### config.mk
export PLATFORM = sky130hd
export DESIGN_NAME = overlay_loader
export DESIGN_NICKNAME = d
export VERILOG_FILES = /design/src/rtl/overlay_loader.sv
export SDC_FILE = /design/constraint.sdc
export NUM_CORES = 1
export LEC_CHECK = 0
export ABC_CLOCK_PERIOD_IN_PS = 9000
export CAP_MARGIN = 10
export CELL_PAD_IN_SITES_DETAIL_PLACEMENT = 0
export CELL_PAD_IN_SITES_GLOBAL_PLACEMENT = 2
export CORE_ASPECT_RATIO = 0.6
export CORE_MARGIN = 3
export CORE_UTILIZATION = 25
export DETAILED_ROUTE_END_ITERATION = 16
export DONT_BUFFER_PORTS = 1
export PLACE_DENSITY = 0.62
export SYNTH_ARGS = -nofsm -noshare
export SYNTH_HDL_FRONTEND = slang
export SYNTH_SLANG_ARGS = --single-unit
### constraint.sdc
create_clock -name clk_sys -period 9 [get_ports clk_sys]
set_input_delay 0.45 -clock clk_sys [delete_from_list [all_inputs] [get_ports clk_sys]]
set_output_delay 0.45 -clock clk_sys [all_outputs]
set_load 0.005 [all_outputs]
### src/rtl/overlay_loader.sv
// Streams overlay bytes from the HPS download port into SDRAM as 16-bit words,
// pairing even/odd bytes and buffering them in a small FIFO against SDRAM latency.
module overlay_loader #(
  parameter logic [7:0] OVR_INDEX  = 8'd2,
  parameter int         FIFO_DEPTH = 4
) (
  input  logic        clk_sys,
  input  logic        reset_n,
  input  logic        ioctl_download,
  input  logic [7:0]  ioctl_index,
  input  logic        ioctl_wr,
  input  logic [24:0] ioctl_addr,
  input  logic [7:0]  ioctl_dout,
  output logic        ioctl_wait,
  output logic        mem_we,
  output logic [24:0] mem_addr,
  output logic [15:0] mem_din,
  input  logic        mem_ack,
  output logic        overlay_valid,
  output logic        overflow,
  output logic [23:0] word_count
);

  typedef enum logic [2:0] {IDLE, LOAD, FLUSH, DRAIN, DONE} state_t;

  localparam int AW = (FIFO_DEPTH > 1) ? $clog2(FIFO_DEPTH) : 1;
  localparam int CW = AW + 1;
  localparam logic [CW-1:0] DEPTH_C = CW'(FIFO_DEPTH);
  localparam logic [CW-1:0] HIGH_WM = CW'(FIFO_DEPTH - 1);

  state_t        state_q, state_d;
  logic [1:0]    rst_sync_q;
  logic          run;
  logic          active_q;
  logic          pend_q, pend_d;
  logic [7:0]    low_q, low_d;
  logic [23:0]   paddr_q, paddr_d;
  logic [AW-1:0] rd_q, rd_d, wr_q, wr_d;
  logic [CW-1:0] cnt_q, cnt_d, cnt_after_pop;
  logic          mem_we_q, mem_we_d;
  logic [24:0]   mem_addr_q, mem_addr_d;
  logic [15:0]   mem_din_q, mem_din_d;
  logic          wait_q, wait_d;
  logic          valid_q, valid_d;
  logic          ovf_q, ovf_d;
  logic [23:0]   wc_q, wc_d;

  logic [23:0]   fifo_addr [FIFO_DEPTH];
  logic [15:0]   fifo_data [FIFO_DEPTH];

  logic          active, rise, load_wr, even_wr, odd_push, flush_push;
  logic          push_req, push, pop, drop, full;
  logic [23:0]   push_addr, head_addr;
  logic [15:0]   push_data, head_data;

  // Reset is asserted asynchronously but released through two flops, so the
  // datapath only starts moving once the release is clean in this domain.
  always_ff @(posedge clk_sys or negedge reset_n) begin
    if (!reset_n) rst_sync_q <= 2'b00;
    else          rst_sync_q <= {rst_sync_q[0], 1'b1};
  end
  assign run = rst_sync_q[1];

  assign active     = ioctl_download && (ioctl_index == OVR_INDEX);
  assign rise       = active && !active_q;
  assign load_wr    = (state_q == LOAD) && active && ioctl_wr;
  assign even_wr    = load_wr && !ioctl_addr[0];
  assign odd_push   = load_wr && ioctl_addr[0];
  assign flush_push = (state_q == FLUSH) && pend_q && !rise;
  assign full       = (cnt_q == DEPTH_C);
  assign pop        = run && mem_we_q && mem_ack && !rise;
  assign push_req   = run && (odd_push || flush_push);
  assign push       = push_req && (!full || pop);
  assign drop       = push_req && full && !pop;

  assign push_addr = odd_push ? ioctl_addr[24:1] : paddr_q;
  assign push_data = odd_push
                   ? {ioctl_dout, (pend_q && (paddr_q == ioctl_addr[24:1])) ? low_q : 8'h00}
                   : {8'h00, low_q};

  always_ff @(posedge clk_sys) begin
    if (push) begin
      fifo_addr[wr_q] <= push_addr;
      fifo_data[wr_q] <= push_data;
    end
  end

  always_comb begin
    cnt_after_pop = cnt_q - CW'(pop);
    cnt_d         = rise ? '0 : cnt_after_pop + CW'(push);
    rd_d          = rise ? '0 : rd_q + AW'(pop);
    wr_d          = rise ? '0 : wr_q + AW'(push);

    // A word pushed into an otherwise-empty FIFO becomes the head directly.
    if (push && (cnt_after_pop == '0)) begin
      head_addr = push_addr;
      head_data = push_data;
    end else begin
      head_addr = fifo_addr[rd_d];
      head_data = fifo_data[rd_d];
    end

    state_d = state_q;
    if (rise) begin
      state_d = LOAD;
    end else begin
      case (state_q)
        IDLE:    state_d = IDLE;
        LOAD:    if (!active) state_d = FLUSH;
        FLUSH:   state_d = DRAIN;
        DRAIN:   if ((cnt_q == '0) && !mem_we_q) state_d = DONE;
        DONE:    state_d = DONE;
        default: state_d = IDLE;
      endcase
    end

    pend_d  = pend_q;
    low_d   = low_q;
    paddr_d = paddr_q;
    if (rise || odd_push || (state_q == FLUSH)) begin
      pend_d = 1'b0;
    end else if (even_wr) begin
      pend_d  = 1'b1;
      low_d   = ioctl_dout;
      paddr_d = ioctl_addr[24:1];
    end

    // The request drops for a cycle after every accept so SDRAM sees a fresh edge.
    mem_we_d   = !rise && (cnt_d != '0) && !pop;
    mem_addr_d = mem_addr_q;
    mem_din_d  = mem_din_q;
    if (!rise && (cnt_d != '0)) begin
      mem_addr_d = {head_addr, 1'b0};
      mem_din_d  = head_data;
    end

    wait_d = ((state_d == LOAD) || (state_d == FLUSH) || (state_d == DRAIN))
             && (cnt_d >= HIGH_WM);

    if (rise)                                    wc_d = '0;
    else if (pop && (wc_q != 24'hFFFFFF))        wc_d = wc_q + 24'd1;
    else                                         wc_d = wc_q;

    ovf_d = rise ? 1'b0 : (ovf_q || drop);

    if (rise)                                          valid_d = 1'b0;
    else if ((state_q == DRAIN) && (state_d == DONE))  valid_d = (wc_q != '0);
    else                                               valid_d = valid_q;
  end

  always_ff @(posedge clk_sys or negedge reset_n) begin
    if (!reset_n) begin
      state_q    <= IDLE;
      active_q   <= 1'b0;
      pend_q     <= 1'b0;
      low_q      <= '0;
      paddr_q    <= '0;
      rd_q       <= '0;
      wr_q       <= '0;
      cnt_q      <= '0;
      mem_we_q   <= 1'b0;
      mem_addr_q <= '0;
      mem_din_q  <= '0;
      wait_q     <= 1'b0;
      valid_q    <= 1'b0;
      ovf_q      <= 1'b0;
      wc_q       <= '0;
    end else if (run) begin
      state_q    <= state_d;
      active_q   <= active;
      pend_q     <= pend_d;
      low_q      <= low_d;
      paddr_q    <= paddr_d;
      rd_q       <= rd_d;
      wr_q       <= wr_d;
      cnt_q      <= cnt_d;
      mem_we_q   <= mem_we_d;
      mem_addr_q <= mem_addr_d;
      mem_din_q  <= mem_din_d;
      wait_q     <= wait_d;
      valid_q    <= valid_d;
      ovf_q      <= ovf_d;
      wc_q       <= wc_d;
    end
  end

  assign ioctl_wait    = wait_q;
  assign mem_we        = mem_we_q;
  assign mem_addr      = mem_addr_q;
  assign mem_din       = mem_din_q;
  assign overlay_valid = valid_q;
  assign overflow      = ovf_q;
  assign word_count    = wc_q;

endmodule

# Word level (Yosys, flattened, before mapping)
# Memory sizes are Yosys's and may differ from the RTL's.
# Index checks and enable logic that the tools add are counted.
[word_totals]
mem_bits_rw = 160
word_cells = 106
ff_bits = 114
input_bits = 46
n_memories = 2
out_inout_bits = 69
[mem_list]
columns = ["memory", "depth", "word_bits", "read_ports", "rd_clocked_by_memory_dff", "write_ports", "line", "rtl"]
rows = [
  ["fifo_addr", 4, 24, 1, 0, 1, "48", "logic [23:0] fifo_addr [FIFO_DEPTH];"],
  ["fifo_data", 4, 16, 1, 0, 1, "49", "logic [15:0] fifo_data [FIFO_DEPTH];"],
]
[op_classes]
eq_ne = 12
reduce_logical = 48
bitwise = 1
n_addsub = 5
magnitude_cmp = 1
muxes = 21
[ops]
columns = ["op", "count"]
rows = [
  ["$mux 24", 4],
  ["$mux 16", 2],
  ["$add 24x1->24 const B", 1],
  ["$eq 24x24->1", 1],
  ["$ne 24x24->1 const B", 1],
  ["$reduce_bool 24->1", 1],
  ["$logic_and 1x1->1", 23],
  ["$eq 3x2->1 const B", 4],
  ["$mux 3", 4],
  ["$pmux 3 s4", 1],
  ["$eq 3x3->1 const B", 3],
  ["$eq 8x2->1 const B", 1],
  ["$mux 8", 1],
  ["$reduce_and 2->1", 4],
  ["$logic_or 1x1->1", 7],
  ["$mux 1", 7],
  ["$eq 3x1->1 const B", 2],
  ["$logic_not 1->1", 6],
  ["$logic_not 3->1", 2],
  ["$reduce_bool 2->1", 3],
  ["$add 2x1->2", 2],
  ["$mux 2", 2],
  ["$add 3x1->3", 1],
  ["$ge 3x2->1 const B", 1],
  ["4 further kinds", 4],
]

# Longest topological paths before layout
[depth]
depth_word = 13
ltp_mapped = 16
mapped_depth_nobuf = 12

# Least setup slack after synthesis
# OpenSTA, ideal clock, no wires.
[synth_path]
kind = "input -> register"
startpoint = "input port ioctl_index[0]"
endpoint = "memory fifo_addr[1][0] (enable)"
path_stages = 7
t_required_ps = 8505
setup_time_ps = 495
path_buffers = 2
t_arrival_ps = 4823
setup_slack_ps = 3681
path_cell_list = "nor3b_1 -> and3_1 -> buf_2 -> a22o_1 -> clkbuf_2 -> nand3_1 -> nor3b_1"
[synth_via]
elab_chain_cells = 10
word_cells_on_any_way = 15
cone_classes = "eq/ne: 1; mux: 2; reduce/logical: 12"
[synth_rtl]
columns = ["element", "line", "rtl"]
rows = [
  ["from (decl)", "10", "input logic [7:0] ioctl_index,"],
  ["$eq 8x2->1 (*)", "64", "assign active = ioctl_download && (ioctl_index == OVR_INDEX);"],
  ["$logic_and 1x1->1 (*)", "64", ""],
  ["$logic_and 1x1->1 (on tied branches)", "66, 65", ""],
  ["$logic_and 1x1->1 or $logic_not 1->1 (tied branches)", "66, 69, 71", ""],
  ["$logic_and 1x1->1 (on tied branches)", "68, 69", ""],
  ["$logic_or 1x1->1", "72", "assign push_req = run && (odd_push || flush_push);"],
  ["$logic_and 1x1->1", "72", ""],
  ["$logic_and 1x1->1 (*)", "73", "assign push = push_req && (!full || pop);"],
  ["$mux 1 (*)", "82", "if (push) begin"],
  ["$mux 1 (not written as such) (*)", "83", "fifo_addr[wr_q] <= push_addr;"],
  ["to (decl)", "48", ""],
]
# Mark *: on every way between the ends. The rest lies on a longest branch, timed or not.

# Worst setup path after layout
[layout_path]
startpoint = "register rst_sync_q[1]"
endpoint = "register mem_addr_q[8], in the netlist mem_addr[8]"
[layout_via]
elab_chain_cells = 10
word_cells_on_any_way = 18
cone_classes = "add/sub: 3; mux: 3; reduce/logical: 11; memory: 1"
[layout_rtl]
columns = ["element", "line", "rtl"]
rows = [
  ["from (decl)", "32", "logic [1:0] rst_sync_q;"],
  ["from (signal assigned)", "60", "else rst_sync_q <= {rst_sync_q[0], 1'b1};"],
  ["branches (longest 10 deep; another with $sub 3x1->3)", "-", ""],
  ["to (signal assigned)", "178", "mem_addr_q <= mem_addr_d;"],
  ["to (decl)", "41", "logic [24:0] mem_addr_q, mem_addr_d;"],
]
# Several ways; the timed one is not identified.
# A chain may end at the register's enable or synchronous reset.

==> flow_summary.ini <==
[status]
outcome = completed

[setup_path]
r2r_cells = 16
crit_buf_inv = 6
critPathSlowestCell = buf_4
cpMostUsedCell = buf_4
endpoint = mem_addr[8]$_DFFE_PN0P_
r2r-end = mem_addr[8]$_DFFE_PN0P_
crit_required_ps = 9430
crit_path_start = rst_sync_q[1]$_DFF_PN0_
crit_family = buffers and inverters
cp-end-kind = flop
r2r_start = rst_sync_q[1]$_DFF_PN0_
worstPathArrival_ps = 5590
max_stage_delay_ps = 540
startpoint_type = flop
crit_cells = 16
cp_max_fo = 42
reg2reg_slack_ps = 3840
path_class = flop to flop
crit_chain = buf_4, clkinv_1, nor4b_2, a22o_1, buf_4, nand3_1, inv_1, ha_1, ha_1, xor3_1, or3_1, nand3_2, buf_4, a21oi_2, buf_4, a221o_1

[clock_tree]
clk_path_buf_depth = 3
cts.sinks = 274
cts-root-buf = clkbuf_16
post-cts-setup-buffers = 0
cts_resized = 0
cts.htree.levels = 1
cts_hold_buf = 26
clock_latency_ps = 560
cts_tree = built
numCtsBuffers = 30
clk_pin_slew_ps = 70

[global_routing]
grt_util_met2 = 0.205
grt_use_total = 0.139
grt_max_degree = 115
grt_first_pass_wirelength_mm = 55.3
antenna_found_initial = 0
use_met3 = 0.0292
grt_overflow_total = 0
grt_busiest_layer = met1
grtUsageMet1 = 0.211
grt_pass1_vias = 7993

[job]
drv_cap = 0

[power_and_ir_drop]
peakVddDrop_uv = 141
p_leak_nw = 5.71
pwr_density_cell_nw_per_um2 = 266

[synth]
synth_edf_count = 160
synth-seq-cells = 274
syn_nets = 1038
avgSynthCellArea_um2 = 12.7
synth_flop_cell = edfxtp_1
synth_warnings = 0
netlist_area_um2 = 12500
synth.distinct_cells = 64
async_reset_ff_frac = 0.416
syn-instance-count = 984
ys_seq_area_frac = 0.613

[sta]
setup_viol = 0
tns_ps = 0
rsz0062_at_grt = false
maxSlewHeadroom = 0.319
max_slew.worst_pin.slew_ps = 1010
hold_viol = 0
min_period_ps = 5160
finalCritPeriodShare = 0.573
max_freq_mhz = 194
finalClockSkew_ps = 12.0
maxSlewViolCount = 0

[layout]
final_area_um2 = 14500
final_cells = 1671
final_common_cell = edfxtp_1
area_growth_pct = 16.4
nets = 1062
layout_common_cells = edfxtp_1 (160), nand2_1 (125), dfrtp_1 (114)
antenna_cells = 0
drive_gt1_frac = 0.118

[die]
pin_count = 115
die_w_um = 295
die_h_um = 179
core_um2 = 48600
rows = 62
start_util = 0.257
die_area_um2 = 52800

[worst_hold_path]
hp-class = input port to flop

[placement]
gp_congestion = 0.730
place.port_buffers = 0
dpl-instance-area_um2 = 13200
dp_cells = 1590
dp_hpwl_mm = 22.6

[detailed_routing]
drc = 0
vias = 8103
wire_per_inst_um = 22.2
drtIter0Drc = 565
via_per_inst = 4.85
ant_nets = 0
drtPass1Iterations = 5
drt-total-wl_mm = 37.1
## layout make-up
class                           instances  area [µm²]
Sequential cell                       274        7660
Tap cell                              640         801
Timing Repair Buffer                   44         413
Multi-Input combinational cell        627        4520
Inverter                               31         116
Clock inverter                         15         176
Fill cell                            4872       34000
Clock buffer                           40         860
## synthesized netlist by cell type, drive strengths merged (11+ instances only)
master  number  area [µm²]
edfxtp     160        4800
nand2      125         469
dfrtp      114        2850
mux2i       89         891
o21ai       39         199
mux2        33         372
xnor2       30         263
and4        29         254
inv         29         109
nor2        28         105
clkbuf      27         103
buf         25         150
a221o       24         240
nand3       22         115
a21oi       17        88.8
or3         17         106
nand4       15         100
nor3b       11        82.6
## worst min path at each step
stage | startpoint | to | depth (start not counted)
2_1_floorplan | reset_n | active_q$_DFFE_PN0P_ | 0
3_3_place_gp | reset_n | mem_din[10]$_DFFE_PN0P_ | 0
3_5_place_dp | reset_n | mem_din[10]$_DFFE_PN0P_ | 0
4_1_cts | mem_ack | mem_we$_DFFE_PN0P_ | 2
5_1_grt | mem_ack | mem_we$_DFFE_PN0P_ | 2
6_report | mem_ack | mem_we$_DFFE_PN0P_ | 2
## through the flow
stage	hold slack (ps)	power [mW]	setup WS (ps)	util
2_1_floorplan	154	2.28	3680	-
3_5_place_dp	159	2.59	3620	0.272
4_1_cts	61.8	3.92	3810	0.299
3_3_place_gp	163	2.58	3600	0.272
5_1_grt	88.9	4.07	3550	0.299
6_report	102	3.87	3840	0.299
## power breakdown
| group | internal [mW] | switching (mW) |
|---|---|---|
| Sequential | 1.44 | 0.159 |
| Combinational | 0.411 | 0.572 |
| Clock | 0.781 | 0.507 |
## flip-flops by register name, indices dropped and copies added, names as in the netlist, 2 cells and up
register,flops
wr_q,2
paddr_q,24
cnt_q,3
low_q,8
rd_q,2
rst_sync_q,2
fifo_data,64
state_q,3
word_count,24
fifo_addr,96
mem_addr,24
mem_din,16
## kinds of logic (layout without fill, tap and decap cells)
| group | after synthesis | in the layout | synth area share |
|---|---|---|---|
| muxes | 122 | 122 | 0.101 |
| buffers and inverters | 83 | 130 | 0.0296 |
| AOI/OAI and AO/OA | 150 | 150 | 0.0884 |
| adders and majority gates | 8 | 8 | 0.00801 |
| xor gates and xnor gates | 33 | 33 | 0.0243 |
| and+or+nand+nor | 312 | 312 | 0.135 |
| other | 2 | 2 | 0.000601 |
| DFF | 274 | 274 | 0.613 |
## per-layer routing
metal / up-vias / part of all wire
met5: - / 0
met4: 0 / 0.015
met3: 36 / 0.050
met2: 160 / 0.43
met1: 4140 / 0.51
li1: 3767 / -
Note: power is estimated with default switching activity, not from simulation.
